==> config.mk <==
export PLATFORM = sky130hd
export DESIGN_NAME = uart_rx_fifo_if
export DESIGN_NICKNAME = d
export VERILOG_FILES = /design/src/rtl/uart_rx_fifo_if_pkg.sv /design/src/rtl/uart_rx_fifo_if_baud_tick.sv /design/src/rtl/uart_rx_fifo_if.sv
export SDC_FILE = /design/constraint.sdc
export NUM_CORES = 1
export LEC_CHECK = 0
export ABC_AREA = 1
export BUFFER_PORTS_ARGS = -buffer_cell sky130_fd_sc_hd__buf_2
export CAP_MARGIN = 20
export CELL_PAD_IN_SITES_DETAIL_PLACEMENT = 1
export CELL_PAD_IN_SITES_GLOBAL_PLACEMENT = 2
export CORE_MARGIN = 5
export CORE_UTILIZATION = 35
export CTS_CLUSTER_SIZE = 14
export DETAILED_ROUTE_END_ITERATION = 7
export MAX_ROUTING_LAYER = met4
export PLACE_DENSITY_LB_ADDON = 0.1
export SLEW_MARGIN = 10
export SYNTH_ARGS = -nofsm -noshare
export SYNTH_HDL_FRONTEND = slang
export SYNTH_HIERARCHICAL = 1
export SYNTH_SLANG_ARGS = --single-unit
export TNS_END_PERCENT = 30
==> constraint.sdc <==
create_clock -name clk -period 2.8 [get_ports clk]
set_clock_uncertainty 0.2 [all_clocks]
set_input_delay 0.56 -clock clk [delete_from_list [all_inputs] [get_ports clk]]
set_output_delay 0.56 -clock clk [all_outputs]
set_load 0.05 [all_outputs]
==> src/rtl/uart_rx_fifo_if_pkg.sv <==
// Shared definitions for the UART receive path: FSM encoding, default
// oversample ratio, register-file addresses and the majority-vote helper.
package uart_rx_fifo_if_pkg;

  typedef enum logic [1:0] {
    ST_IDLE  = 2'd0,
    ST_START = 2'd1,
    ST_DATA  = 2'd2,
    ST_STOP  = 2'd3
  } uart_state_e;

  localparam int OVERSAMPLE_DEF = 16;

  // Wishbone register map of the UART peripheral
  localparam logic [7:0] ADDR_TX       = 8'h00;
  localparam logic [7:0] ADDR_RX       = 8'h01;
  localparam logic [7:0] ADDR_FREQ_DIV = 8'h02;

  localparam logic HIGH = 1'b1;
  localparam logic LOW  = 1'b0;

  // 2-of-3 majority used for the mid-bit vote
  function automatic logic maj3(input logic a, input logic b, input logic c);
    return (a & b) | (a & c) | (b & c);
  endfunction

endpackage

==> src/rtl/uart_rx_fifo_if_baud_tick.sv <==
// Oversample tick prescaler. The divider is captured on clear_i so a frame
// keeps a constant rate even if software rewrites the divider mid-frame.
// clear_i also zeroes the count so ticks are phase-aligned to the start edge.
module uart_rx_fifo_if_baud_tick (
  input  logic       clk_i,
  input  logic       rst_ni,
  input  logic       clear_i,
  input  logic [7:0] div_i,
  output logic       tick_o
);

  logic [7:0] cnt_q, cnt_d;
  logic [7:0] div_q, div_d;

  // Next count: restart on clear, wrap at the latched divider
  always_comb begin
    cnt_d = cnt_q + 8'd1;
    div_d = div_q;
    if (clear_i) begin
      cnt_d = 8'd0;
      div_d = div_i;
    end else if (cnt_q == div_q) begin
      cnt_d = 8'd0;
    end
  end

  // Prescaler and divider latch registers
  always_ff @(posedge clk_i or negedge rst_ni) begin
    if (!rst_ni) begin
      cnt_q <= 8'd0;
      div_q <= 8'd0;
    end else begin
      cnt_q <= cnt_d;
      div_q <= div_d;
    end
  end

  assign tick_o = (cnt_q == div_q) && !clear_i;

endmodule

==> src/rtl/uart_rx_fifo_if.sv <==
// 8N1 UART receiver feeding the RX FIFO. rx_bit is synchronised, sampled
// OVERSAMPLE times per bit, voted 2-of-3 around mid-bit, and a good byte is
// pushed with a one-cycle strobe. Framing, break and overrun are reported.
// The FSM leaves STOP at mid stop bit so back-to-back frames are accepted.
module uart_rx_fifo_if
  import uart_rx_fifo_if_pkg::*;
#(
  parameter int DATA_BITS   = 8,
  parameter int OVERSAMPLE  = OVERSAMPLE_DEF,
  parameter int SYNC_STAGES = 2
) (
  input  logic                 clk,
  input  logic                 reset,
  input  logic                 rx_bit,
  input  logic [7:0]           freq_divider,
  input  logic                 fifo_full,
  input  logic                 clr_err,
  output logic                 fifo_push,
  output logic [DATA_BITS-1:0] fifo_data,
  output logic                 frame_err,
  output logic                 break_det,
  output logic                 overrun,
  output logic                 busy,
  output uart_state_e          dbg_state
);

  localparam int SW = $clog2(OVERSAMPLE);
  localparam int IW = (DATA_BITS > 1) ? $clog2(DATA_BITS) : 1;
  localparam logic [SW-1:0] S_V0   = SW'(OVERSAMPLE / 2 - 1);
  localparam logic [SW-1:0] S_V1   = SW'(OVERSAMPLE / 2);
  localparam logic [SW-1:0] S_V2   = SW'(OVERSAMPLE / 2 + 1);
  localparam logic [SW-1:0] S_LAST = SW'(OVERSAMPLE - 1);
  localparam logic [IW-1:0] I_LAST = IW'(DATA_BITS - 1);

  logic [SYNC_STAGES-1:0] sync_q;
  logic                   rxs;
  logic                   rxs_prev_q;
  logic                   tick;
  logic                   start_edge;
  logic                   vote;
  logic                   stop_vote;

  uart_state_e            state_q, state_d;
  logic [SW-1:0]          s_q;
  logic [IW-1:0]          idx_q;
  logic [DATA_BITS-1:0]   shift_q;
  logic                   samp0_q, samp1_q;

  logic                   push_q, push_d;
  logic                   ferr_q, ferr_d;
  logic                   brk_q, brk_d;
  logic                   ovr_q, ovr_d;
  logic [DATA_BITS-1:0]   data_q, data_d;

  // Synchroniser chain plus one delayed copy for falling-edge detection
  always_ff @(posedge clk or negedge reset) begin
    if (!reset) begin
      sync_q     <= '1;
      rxs_prev_q <= HIGH;
    end else begin
      sync_q     <= {sync_q[SYNC_STAGES-2:0], rx_bit};
      rxs_prev_q <= rxs;
    end
  end

  assign rxs        = sync_q[SYNC_STAGES-1];
  assign start_edge = (state_q == ST_IDLE) && rxs_prev_q && !rxs;
  // Third sample is taken live on the vote-completion tick
  assign vote       = maj3(samp0_q, samp1_q, rxs);
  assign stop_vote  = (state_q == ST_STOP) && tick && (s_q == S_V2);

  uart_rx_fifo_if_baud_tick u_baud_tick (
    .clk_i   (clk),
    .rst_ni  (reset),
    .clear_i (start_edge),
    .div_i   (freq_divider),
    .tick_o  (tick)
  );

  // FSM state register
  always_ff @(posedge clk or negedge reset) begin
    if (!reset) state_q <= ST_IDLE;
    else        state_q <= state_d;
  end

  // FSM next-state logic
  always_comb begin
    state_d = state_q;
    case (state_q)
      ST_IDLE:  if (start_edge) state_d = ST_START;
      ST_START: begin
        if (tick && (s_q == S_V2) && vote) state_d = ST_IDLE;
        else if (tick && (s_q == S_LAST))  state_d = ST_DATA;
      end
      ST_DATA:  if (tick && (s_q == S_LAST) && (idx_q == I_LAST)) state_d = ST_STOP;
      ST_STOP:  if (tick && (s_q == S_V2)) state_d = ST_IDLE;
      default:  state_d = ST_IDLE;
    endcase
  end

  // Sample counter, bit index, vote samples and data shift register
  always_ff @(posedge clk or negedge reset) begin
    if (!reset) begin
      s_q     <= '0;
      idx_q   <= '0;
      shift_q <= '0;
      samp0_q <= LOW;
      samp1_q <= LOW;
    end else if (start_edge) begin
      s_q   <= '0;
      idx_q <= '0;
    end else if (tick && (state_q != ST_IDLE)) begin
      s_q <= (s_q == S_LAST) ? '0 : s_q + 1'b1;
      if (s_q == S_V0) samp0_q <= rxs;
      if (s_q == S_V1) samp1_q <= rxs;
      if ((state_q == ST_DATA) && (s_q == S_V2))
        shift_q <= {vote, shift_q[DATA_BITS-1:1]};
      if ((state_q == ST_DATA) && (s_q == S_LAST) && (idx_q != I_LAST))
        idx_q <= idx_q + 1'b1;
    end
  end

  // FSM outputs: stop-bit actions and busy flag
  always_comb begin
    push_d = stop_vote && vote && !fifo_full;
    ferr_d = stop_vote && !vote;
    brk_d  = ferr_d && (shift_q == '0);
    ovr_d  = (ovr_q && !clr_err) || (stop_vote && vote && fifo_full);
    data_d = push_d ? shift_q : data_q;
    busy   = (state_q != ST_IDLE);
  end

  // Registered strobes, sticky overrun and held byte
  always_ff @(posedge clk or negedge reset) begin
    if (!reset) begin
      push_q <= 1'b0;
      ferr_q <= 1'b0;
      brk_q  <= 1'b0;
      ovr_q  <= 1'b0;
      data_q <= '0;
    end else begin
      push_q <= push_d;
      ferr_q <= ferr_d;
      brk_q  <= brk_d;
      ovr_q  <= ovr_d;
      data_q <= data_d;
    end
  end

  assign fifo_push = push_q;
  assign fifo_data = data_q;
  assign frame_err = ferr_q;
  assign break_det = brk_q;
  assign overrun   = ovr_q;
  assign dbg_state = state_q;

endmodule

# Word level (Yosys, flattened, before mapping)
# Cells that the tools add are included.
op_classes:
  addsub: 3
  muxes: 14
  n_bitwise: 6
  n_reduce_logical: 35
  eq_ne: 14
op_table:
  columns: ["op", "count"]
  rows:
  - ["$logic_and A1 B1 Y1", 19]
  - ["$mux W8", 2]
  - ["$eq A4 B4 Y1 const B", 3]
  - ["$mux W4", 3]
  - ["$mux W2", 5]
  - ["$mux W3", 3]
  - ["$reduce_and A3 Y1", 3]
  - ["$add A8 B1 Y8 const B", 1]
  - ["$eq A8 B8 Y1", 1]
  - ["$logic_not A8 Y1", 1]
  - ["$pmux W2 S4", 1]
  - ["$ne A3 B3 Y1 const B", 2]
  - ["$reduce_bool A2 Y1", 3]
  - ["$logic_not A1 Y1", 5]
  - ["$add A4 B1 Y4 const B", 1]
  - ["$eq A2 B2 Y1 const B", 2]
  - ["$eq A4 B3 Y1 const B", 1]
  - ["$ne A2 B1 Y1 const B", 2]
  - ["$reduce_and A4 Y1", 1]
  - ["$add A3 B1 Y3 const B", 1]
  - ["$and A1 B1 Y1", 3]
  - ["$eq A3 B3 Y1 const B", 1]
  - ["$eq A2 B1 Y1 const B", 1]
  - ["$logic_not A2 Y1", 1]
  - ["5 further kinds", 6]
totals:
  word_cells: 87
  output_inout_bits: 15
  register_bits: 50
  input_bits: 13

# Depth between registers and ports, before layout
# Gate-level depths: netlist of run 1.
depth:
  ltp_word: 10
  ltp_mapped: 16
  depth_no_buf: 16

# Modules after synthesis
# Netlist of run 1, hierarchy kept.
by_module_without_submodules:
  columns: ["module", "seq_area_each_um2", "area_per_inst_um2", "cells_per_inst", "n_inst"]
  rows:
  - ["uart_rx_fifo_if", 854.6, 1577.8, 173, 1]
  - ["uart_rx_fifo_if_baud_tick", 400.4, 787.0, 100, 1]

# Worst setup path before layout of run 1
# No wires, ideal clock.
synth_path:
  kind: "flip-flop to flip-flop"
  from: "register with a tool-made name"
  to: "register data_q[7], in the netlist fifo_data[7]"
  setup_ps: 119
  path_stages_with_launch: 14
  required_ps: 2481
  synth_period_minus_slack_ps: 2470
  n_path_buf: 2
  arrival_ps: 2151
  path_slack_ps: 330
  path_cell_list: "dfrtp_1 > nor2_1 > nand3_1 > inv_1 > clkbuf_1 > nor2_1 > nand2_1 > nor2_2 > nand2_2 > nor2_4 > nand2_4 > buf_6 > nand2_2 > o21ai_2"
synth_rtl:
  columns: ["element", "line", "rtl"]
  rows:
  - ["to (signal assigned)", "uart_rx_fifo_if.sv:146", "data_q <= data_d;"]
  - ["to (decl)", "uart_rx_fifo_if.sv:53", "logic [DATA_BITS-1:0] data_q, data_d;"]

# Worst setup path in the final report of run 1
layout_path:
  from: "register u_baud_tick.cnt_q[5]"
  to: "register data_q[0], in the netlist fifo_data[0]"
layout_between:
  elab_chain_cells: 6
layout_lines:
  columns: ["element", "line", "rtl"]
  rows:
  - ["from (decl)", "uart_rx_fifo_if_baud_tick.sv:12", "logic [7:0] cnt_q, cnt_d;"]
  - ["from (signal assigned)", "uart_rx_fifo_if_baud_tick.sv:33", "cnt_q <= cnt_d;"]
  - ["$eq A8 B8 Y1", "uart_rx_fifo_if_baud_tick.sv:38", "assign tick_o = (cnt_q == div_q) && !clear_i;"]
  - ["$logic_and A1 B1 Y1", "uart_rx_fifo_if_baud_tick.sv:38", null]
  - ["named net tick", "uart_rx_fifo_if.sv:38", "logic tick;"]
  - ["$logic_and A1 B1 Y1 (2 in a row)", "uart_rx_fifo_if.sv:70", "assign stop_vote = (state_q == ST_STOP) && tick && (s_q == S_V2);"]
  - ["$logic_and A1 B1 Y1 (2 in a row)", "uart_rx_fifo_if.sv:125", "push_d = stop_vote && vote && !fifo_full;"]
# The timed path passes the listed nets, and every way through them passes these cells.
# A chain may end at the register's enable or synchronous reset.

==> results of run 1 <==
-- worst max-delay path, delay by kind of cell (launching register included) --
kind,cells,cell delay [ns]
and+or+nand+nor,12,1.41
AOI/OAI and AO/OA,1,0.05
buffers and inverters,1,0.12
DFF,1,0.43
-- area by class of cell --
| type | count | share of cell area (%) |
|---|---|---|
| sequential | 50 | 46.50 |
| multi-input combinational | 181 | 34.86 |
| timing repair buffer | 30 | 5.841 |
| inverter | 39 | 5.424 |
| tap | 80 | 3.709 |
| clock buffer | 6 | 3.060 |
| clock inverter | 2 | 0.6027 |
-- path summary, 6_finish.rpt --
kind	from	to	slack, ns
worst max register to register	u_baud_tick/cnt_q[5]	fifo_data[0]	0.49
max in group asynchronous	reset	rxs_prev_q	1.70
worst min-delay path	reset	u_baud_tick/div_q[6]	0.01
worst max-delay path	u_baud_tick/cnt_q[5]	fifo_data[0]	0.49
worst min register to register	sync_q[0]	sync_q[1]	0.16
min in group clk	rx_bit	sync_q[0]	0.14
-- sequential cells by signal, indices dropped and copies added (netlist names), named ones only --
| signal | cells |
|---|---|
| idx_q | 3 |
| u_baud_tick/div_q | 8 |
| sync_q | 2 |
| rxs_prev_q | 1 |
| fifo_push | 1 |
| s_q | 4 |
| u_baud_tick/cnt_q | 8 |
| fifo_data | 8 |
| samp0_q | 1 |
| shift_q | 8 |
| frame_err | 1 |
| dbg_state | 1 |
| samp1_q | 1 |
| overrun | 1 |
| break_det | 1 |
-- per-layer routing --
metal | global-route usage, % | routed length [um] | vias up
met5 | - | 0 | -
met4 | 4.455 | 76 | 0
met3 | 3.199 | 137 | 7
met2 | 22.93 | 2493 | 19
met1 | 17.05 | 2447 | 861
li1 | - | - | 916
-- power groups by stage --
| stage | clock network (uW) | registers [uW] | logic [uW] |
|---|---|---|---|
| floorplan | 0 | 987 | 428 |
| global placement | 0 | 961 | 617 |
| finish | 465 | 946 | 613 |
| detailed placement | 0 | 965 | 629 |
| global route | 519 | 966 | 709 |
| CTS | 491 | 950 | 633 |
-- per-stage QoR --
| stage | util, % | instance area [um2] | total power, uW | hold WS, ns |
|---|---|---|---|---|
| 2_1_floorplan | - | 2365 | 1415 | 0.06441 |
| 3_5_place_dp | 38.91 | 2600 | 1594 | 0.1512 |
| 6_report | 40.39 | 2699 | 2024 | 0.01209 |
| 5_1_grt | 40.39 | 2699 | 2194 | 0.04527 |
| 4_1_cts | 40.39 | 2699 | 2074 | 0.03178 |
| 3_3_place_gp | 38.91 | 2600 | 1577 | 0.1475 |
-- cell usage in the layout (no fill, tap or decap), types with 2 or more instances in the layout --
cell type,netlist,routed
buf_4,1,3
dfstp_2,3,3
o21ai_2,8,8
ha_1,6,6
o21ai_0,22,22
xor2_1,3,3
xnor2_1,5,5
nor2_1,20,20
nor2_4,3,3
dfrtp_1,47,47
nand2_2,5,5
nand4_1,5,5
clkbuf_8,0,6
inv_2,2,2
buf_2,0,27
a21oi_1,2,2
nand2_1,80,80
nor2_2,5,5
inv_1,37,37
nand3_1,11,11
-- logic make-up (layout without fill, tap and decap cells) --
kind of cell	after synthesis	count (layout)	synth area share, %
xor+xnor	8	8	2.963
compound gates	35	35	8.890
fa+ha+maj	6	6	3.175
simple gates	132	132	24.76
buf+inv	42	77	7.143
flops	50	50	53.07
==> reports/results.txt, run 1 <==
Status -> completed
Max H-tree Level -> 2
CP Capture Type -> register
CP max-delay cell -> dfrtp_1
Clock root buffer -> clkbuf_8
Register area -> 1255 um2
Fillers -> 837
Fin. Hold Viols -> 0
Die height -> 92.20 um
Clk slew on worst S/H paths -> 0.10 ns
CTS sink cnt -> 50
I/O Pins -> 28
Area leader, netlist -> dfrtp_1
Routed wire length per instance -> 13.28 um
Async SR Flop Fraction -> 100.0%
# nets final -> 326
Row Count -> 30
Pre-CTS setup slack -> 0.4831 ns
Vias in the first global route -> 2,029
Tcrit/Tclk final -> 82.59%
CTS tree -> built
First-pass detailed-route iteration total -> 4
Starting Density -> 35.39%
DRC viols -> 0
N_diodes -> 0
NetSw -> 771.1 uW
Port Buffer Count -> 27
Yosys top cell area share -> 49.74%
Leakage -> 0.001375 uW
Rel. slew slack -> 65.16%
Setup_tns -> 0 ns
Post-DP HPWL -> 3911 um
RSZ-0062 raised after global routing -> false
Antenna-violating nets left -> 0
Commonest cells in the netlist -> nand2_1 (80), dfrtp_1 (47), inv_1 (37)
Hold Buf Count CTS -> 0
Max Clk Rate -> 0.4324 GHz
Int Pwr -> 1253 uW
Clk_lat worst skew -> 0.31 ns
Post-synth net total -> 292
Switch share -> 38.10%
Final WS setup -> 0.4874 ns
Num CTS Buffers -> 5
First-pass GRT wire length -> 9252 um
Initial antenna violation count -> 0
Worst r2r path cells -> 14
Register area share after synthesis -> 53.07%
Crit-path max FO -> 17
Footprint of the multi-input gates -> 940.9 um2
Vias -> 1,803
Final setup violation count -> 0
Startpoint Class -> register
Cells along the critical path -> inv_1, nand2_1, nand2_1, nand2_1, nor2_1, nand2_1, nor2_1, nand2_1, nor2_2, nand2_2, nor2_4, nand2_4, nand2_1, o21ai_2
Gpl congestion -> 0.7832
Initial DRC count -> 52
Sequential power share -> 46.7%
Slew @ Worst Pin -> 0.5226 ns
Critical Path RT -> 2.81 ns
Min-delay worst type -> in -> async
Layout area overhead -> 14.13%
Count leader, synth -> nand2_1
YS warnings -> 6
CP arrival -> 2.32 ns
CP peak stage delay -> 0.43 ns
Worst VDD drop -> 0.0003776 V
Layout cells sized above 1 -> 21.43%
Post-Synthesis Cells -> 273
Most frequent CP cell -> nand2_1
Yosys cell types -> 26
Post-CTS Setup Repair Bufs -> 0
Via/cell ratio -> 4.647
Die width -> 92.20 um
GRT overflow -> 0
Final WL -> 5154 um
Core Area -> 6681 um2
Total track usage -> 13.95%
Area contributors post-synth -> dfrtp_1 (50%), nand2_1 (13%), inv_1 (5.9%), o21ai_0 (4.7%), dfstp_2 (3.3%)
Max Slew Vio Count -> 0
EDFF count, synth -> 0
Die area -> 8500 um2
Comb power frac -> 30.3%
Max Cap Viol -> 0
Resize count post-CTS -> 0
Final std cells w/o fill -> 388
Clock power share -> 23.0%
Placed Cells -> 380
Most used DFF post-synth -> dfrtp_1
PwrDens -> 749.9 nW/um2
Syn Area/Cell -> 8.662 um2
Max Root-Sink Buffers -> 2
WS Path Type -> reg -> reg
Cell area after synthesis -> 2365 um2
Largest net degree at the start of global routing -> 22
Register bit count reported by yosys -> 50
Min cycle time layout -> 2.313 ns
Note: power is estimated with default switching activity, not from simulation.
==> inputs of run 2 (changes only) <==
==> constraint.sdc (replaced) <==
create_clock -name clk -period 2.3 [get_ports clk]
set_clock_uncertainty 0.2 [all_clocks]
set_input_delay 0.46 -clock clk [delete_from_list [all_inputs] [get_ports clk]]
set_output_delay 0.46 -clock clk [all_outputs]
set_load 0.05 [all_outputs]
==> reports/results.txt, run 2 (synthesis results as in run 1) <==
Max Slew Vio Count -> 0
PwrDens -> 928.0 nW/um2
Min-delay worst type -> in -> reg
Cells along the critical path -> xnor2_1, nand2_1, nor2_2, nand2_2, nor2_4, nand2_2, nor2_2, nand2_2, nor2_4, nand2_4, o21ai_2
CP bufs+invs -> 0
I/O Pins -> 28
Register area -> 1259 um2
Core Area -> 6681 um2
Fin. Hold Viols -> 0
Most frequent cells in the layout -> nand2_1 (78), dfrtp_1 (44), inv_1 (36)
Most frequent CP cell -> nand2_2
Startpoint Class -> register
GRT overflow -> 0
Total track usage -> 13.44%
Num CTS Buffers -> 5
Rel. slew slack -> 65.02%
CTS sink cnt -> 50
CTS tree -> built
Initial antenna violation count -> 0
Wl on met1 -> 2392 um
Max Cap Viol -> 0
Via/cell ratio -> 4.650
Max H-tree Level -> 2
CP Capture Type -> register
Post-DP HPWL -> 3734 um
Die height -> 92.20 um
Min cycle time layout -> 2.174 ns
Clk slew on worst S/H paths -> 0.10 ns
Clock root buffer -> clkbuf_8
CP delay by family, top -> simple AND/OR/NAND/NOR gates
Layout cells sized above 1 -> 27.19%
Final setup violation count -> 0
Largest net degree at the start of global routing -> 31
Hold_ws -> 0.03747 ns
Clk_lat worst skew -> 0.31 ns
Leakage -> 0.001446 uW
Gpl congestion -> 0.7950
Worst VDD drop -> 0.0006260 V
Metal3 WL -> 124 um
Die width -> 92.20 um
# nets final -> 338
Vias -> 1,860
Antenna-violating nets left -> 0
Fillers -> 812
Final std cells w/o fill -> 400
Tcrit/Tclk final -> 94.51%
CP peak stage delay -> 0.43 ns
Slew @ Worst Pin -> 0.5247 ns
Footprint of the multi-input gates -> 985.9 um2
Initial DRC count -> 47
N_diodes -> 0
Final WL -> 5262 um
First-pass GRT wire length -> 8976 um
Max layer used -> met4
DRC viols -> 0
Status -> completed
Placed Cells -> 381
Routed wire length per instance -> 13.16 um
Crit-path max FO -> 8
Row Count -> 30
Starting Density -> 35.39%
Port Buffer Count -> 27
Max Root-Sink Buffers -> 2
Layout area overhead -> 21.06%
CP arrival -> 2.21 ns
First-pass detailed-route iteration total -> 4
CP max-delay cell -> dfrtp_1
Vias in the first global route -> 1,968
Die area -> 8500 um2
Commonest non-fill, non-tap cell in the layout -> nand2_1
Critical Path RT -> 2.34 ns
FF-to-FF setup slack -> 0.13 ns
Metal2 WL -> 2691 um
Max Clk Rate -> 0.4600 GHz
WS Path Type -> reg -> reg
run 2: changes by cell type in the layout (fill, tap and decap cells not counted), sizes merged:
cell         previous run  this run
buf                    30        40
bufinv                  0         1
clkbuf                  6         5
clkinv                  0         1
clkinvlp                1         0
dlygate4sd3             0         1
nand2                  86        87
run 2: final timing paths:
| path | depth (start not counted) | endpoint | from |
|---|---|---|---|
| max in group asynchronous | 3 | sync_q[1] | reset |
| hold / removal | 1 | sync_q[0] | rx_bit |
| hold reg to reg | 0 | sync_q[1] | sync_q[0] |
| min in group asynchronous | 2 | u_baud_tick/div_q[0] | reset |
| setup / recovery | 11 | fifo_data[0] | u_baud_tick/cnt_q[3] |
| setup reg to reg | 11 | fifo_data[0] | u_baud_tick/cnt_q[3] |
run 2: power by group:
part           switching (uW)  leakage, uW  internal [uW]
registers                 119     0.000659           1030
clock network             314    0.0000587            330
logic                     547     0.000728            319
run 2: area by class of cell:
class                      count  area share, %
multi-input combinational    182          34.44
inverter                      39          5.114
clock buffer                   5          2.404
timing repair buffer          41          8.916
clock inverter                 3          1.661
sequential                    50          43.97
tap                           80          3.496
run 2: metrics by stage:
stage / utilization, % / TNS [ns] / total power [uW] / area, um2 / setup WS (ns)
detailed placement: 39.25 / 0 / 1944 / 2623 / 0.06922
CTS: 41.14 / 0 / 2602 / 2749 / 0.03495
finish: 42.85 / 0 / 2657 / 2863 / 0.1262
global route: 42.85 / -0.008903 / 2864 / 2863 / -0.008903
global placement: 39.25 / 0 / 1932 / 2623 / 0.08280
floorplan: - / 0 / 1726 / 2367 / 0.007108
run 2: timing repair:
item	in CTS	in global routing
setup endpoints to repair	0	22
endpoints found under the hold margin	20	0
setup buffers	0	9
resized for setup	0	10
hold buffers	1	0
run 2: per-layer routing:
layer,up-vias,global-route usage [%]
met5,-,-
met3,5,2.871
met2,19,22.87
met4,0,3.342
met1,894,16.32
li1,942,-
==> inputs of run 3 (changes only) <==
--- a/config.mk
+++ b/config.mk
@@ -6,14 +6,15 @@
 export NUM_CORES = 1
 export LEC_CHECK = 0
 export ABC_AREA = 1
-export BUFFER_PORTS_ARGS = -buffer_cell sky130_fd_sc_hd__buf_2
-export CAP_MARGIN = 20
+export CAP_MARGIN = 10
 export CELL_PAD_IN_SITES_DETAIL_PLACEMENT = 1
 export CELL_PAD_IN_SITES_GLOBAL_PLACEMENT = 2
 export CORE_MARGIN = 5
-export CORE_UTILIZATION = 35
+export CORE_UTILIZATION = 40
+export CTS_BUF_LIST = sky130_fd_sc_hd__clkbuf_2 sky130_fd_sc_hd__clkbuf_4 sky130_fd_sc_hd__clkbuf_8
 export CTS_CLUSTER_SIZE = 14
 export DETAILED_ROUTE_END_ITERATION = 7
+export DONT_BUFFER_PORTS = 1
 export MAX_ROUTING_LAYER = met4
 export PLACE_DENSITY_LB_ADDON = 0.1
 export SLEW_MARGIN = 10
==> reports/results.txt, run 3 (synthesis results as in run 1) <==
Status -> completed
Final WL -> 5108 um
Leakage -> 0.001295 uW
CP Capture Type -> register
Most frequent cells in the layout -> nand2_1 (79), dfrtp_1 (45), inv_1 (36)
CTS sink cnt -> 50
Initial antenna violation count -> 0
Layout cells sized above 1 -> 17.30%
Startpoint Class -> register
I/O Pins -> 28
Clk slew on worst S/H paths -> 0.09 ns
Crit-path max FO -> 9
Most frequent CP cell -> nand2_1
Tcrit/Tclk final -> 92.73%
Design area -> 2678 um2
Hold_ws -> 0.03705 ns
Clock root buffer -> clkbuf_8
DRC viols -> 0
CP arrival -> 2.13 ns
Row Count -> 28
Critical Path RT -> 2.30 ns
CP peak stage delay -> 0.45 ns
Fin. Hold Viols -> 0
Via/cell ratio -> 4.835
Final WS setup -> 0.1672 ns
Min cycle time layout -> 2.133 ns
Max Slew Vio Count -> 0
RSZ-0062 raised after global routing -> true
First-pass GRT wire length -> 8542 um
Initial DRC count -> 61
Vias in the first global route -> 1,823
Gpl congestion -> 0.7150
CP bufs+invs -> 0
Worst VDD drop -> 0.0004815 V
Setup_tns -> 0 ns
Min-delay worst type -> in -> reg
Max Cap Viol -> 0
Starting Density -> 40.42%
Placed Area -> 2484 um2
Port Buffer Count -> 0
Final setup violation count -> 0
Core Area -> 5851 um2
N_diodes -> 0
PwrDens -> 962.6 nW/um2
Die width -> 86.89 um
First-pass detailed-route iteration total -> 4
Vias -> 1,760
# nets final -> 307
Die height -> 86.89 um
Die area -> 7550 um2
Layout area overhead -> 13.23%
Rel. slew slack -> 65.96%
Pre-CTS setup slack -> 0.1307 ns
Max Root-Sink Buffers -> 2
Clk_lat worst skew -> 0.30 ns
Total track usage -> 14.91%
CP max-delay cell -> dfrtp_1
Fin util -> 45.77%
Slew @ Worst Pin -> 0.5106 ns
Max Clk Rate -> 0.4689 GHz
WS Path Type -> reg -> reg
Routed wire length per instance -> 14.03 um
Max H-tree Level -> 2
GRT overflow -> 0
CP delay by family, top -> simple AND/OR/NAND/NOR gates
CTS tree -> built
Commonest non-fill, non-tap cell in the layout -> nand2_1
Post-DP HPWL -> 3570 um
Antenna-violating nets left -> 0
Num CTS Buffers -> 5
Largest net degree at the start of global routing -> 51
Cells along the critical path -> xnor2_1, nand2_1, nor2_1, nand2_1, nor2_2, nand2_1, nor2_2, nand2_2, nor2_4, nand2_8, nand2_1, o21ai_2
==> run 3: path summary, 6_finish.rpt <==
check                                      from                    to  slack [ns]  depth (start not counted)
max                        u_baud_tick/cnt_q[3]          fifo_data[4]        0.17                         12
min                                     clr_err               overrun        0.04                          1
max reg2reg                u_baud_tick/cnt_q[3]          fifo_data[4]        0.17                         12
min reg2reg                           sync_q[0]             sync_q[1]        0.16                          0
max in group asynchronous                 reset             sync_q[1]        1.13                          2
min in group asynchronous                 reset  u_baud_tick/div_q[0]        0.49                          2
==> run 3: final cells by class <==
class | count | area (um2)
well taps | 75 | 93.84
clock inverters | 2 | 37.54
flip-flops and latches | 50 | 1257
multi-input cells | 182 | 965.9
inverters | 39 | 146.4
clock buffers | 6 | 76.32
fillers | 695 | 3173
repair buffers | 10 | 100.1
==> run 3: metrics by stage <==
stage	power, uW	instances
floorplan	1726	273
global placement	1920	351
detailed placement	1935	351
CTS	2611	362
global route	2766	364
finish	2577	364
==> run 3: power by group <==
group	internal (uW)	switching [uW]
Sequential	1030	119
Clock	337	300
Combinational	276	519
Total	1640	938
==> run 3: per-layer routing <==
metal | track usage (%) | wire length, um | share of wire (%) | up-vias
met3 | 2.649 | 141 | 2.8 | 9
met1 | 19.41 | 2460 | 48 | 846
met5 | - | 0 | 0 | -
met2 | 23.33 | 2418 | 47 | 22
li1 | - | - | - | 883
met4 | 5.382 | 88 | 1.7 | 0
==> run 3: repair_timing <==
action	in CTS	in global routing
hold buffers	3	0
hold endpoints to repair	51	0
endpoints found under the setup margin	0	11
buffers inserted	0	1
resized for setup	0	4
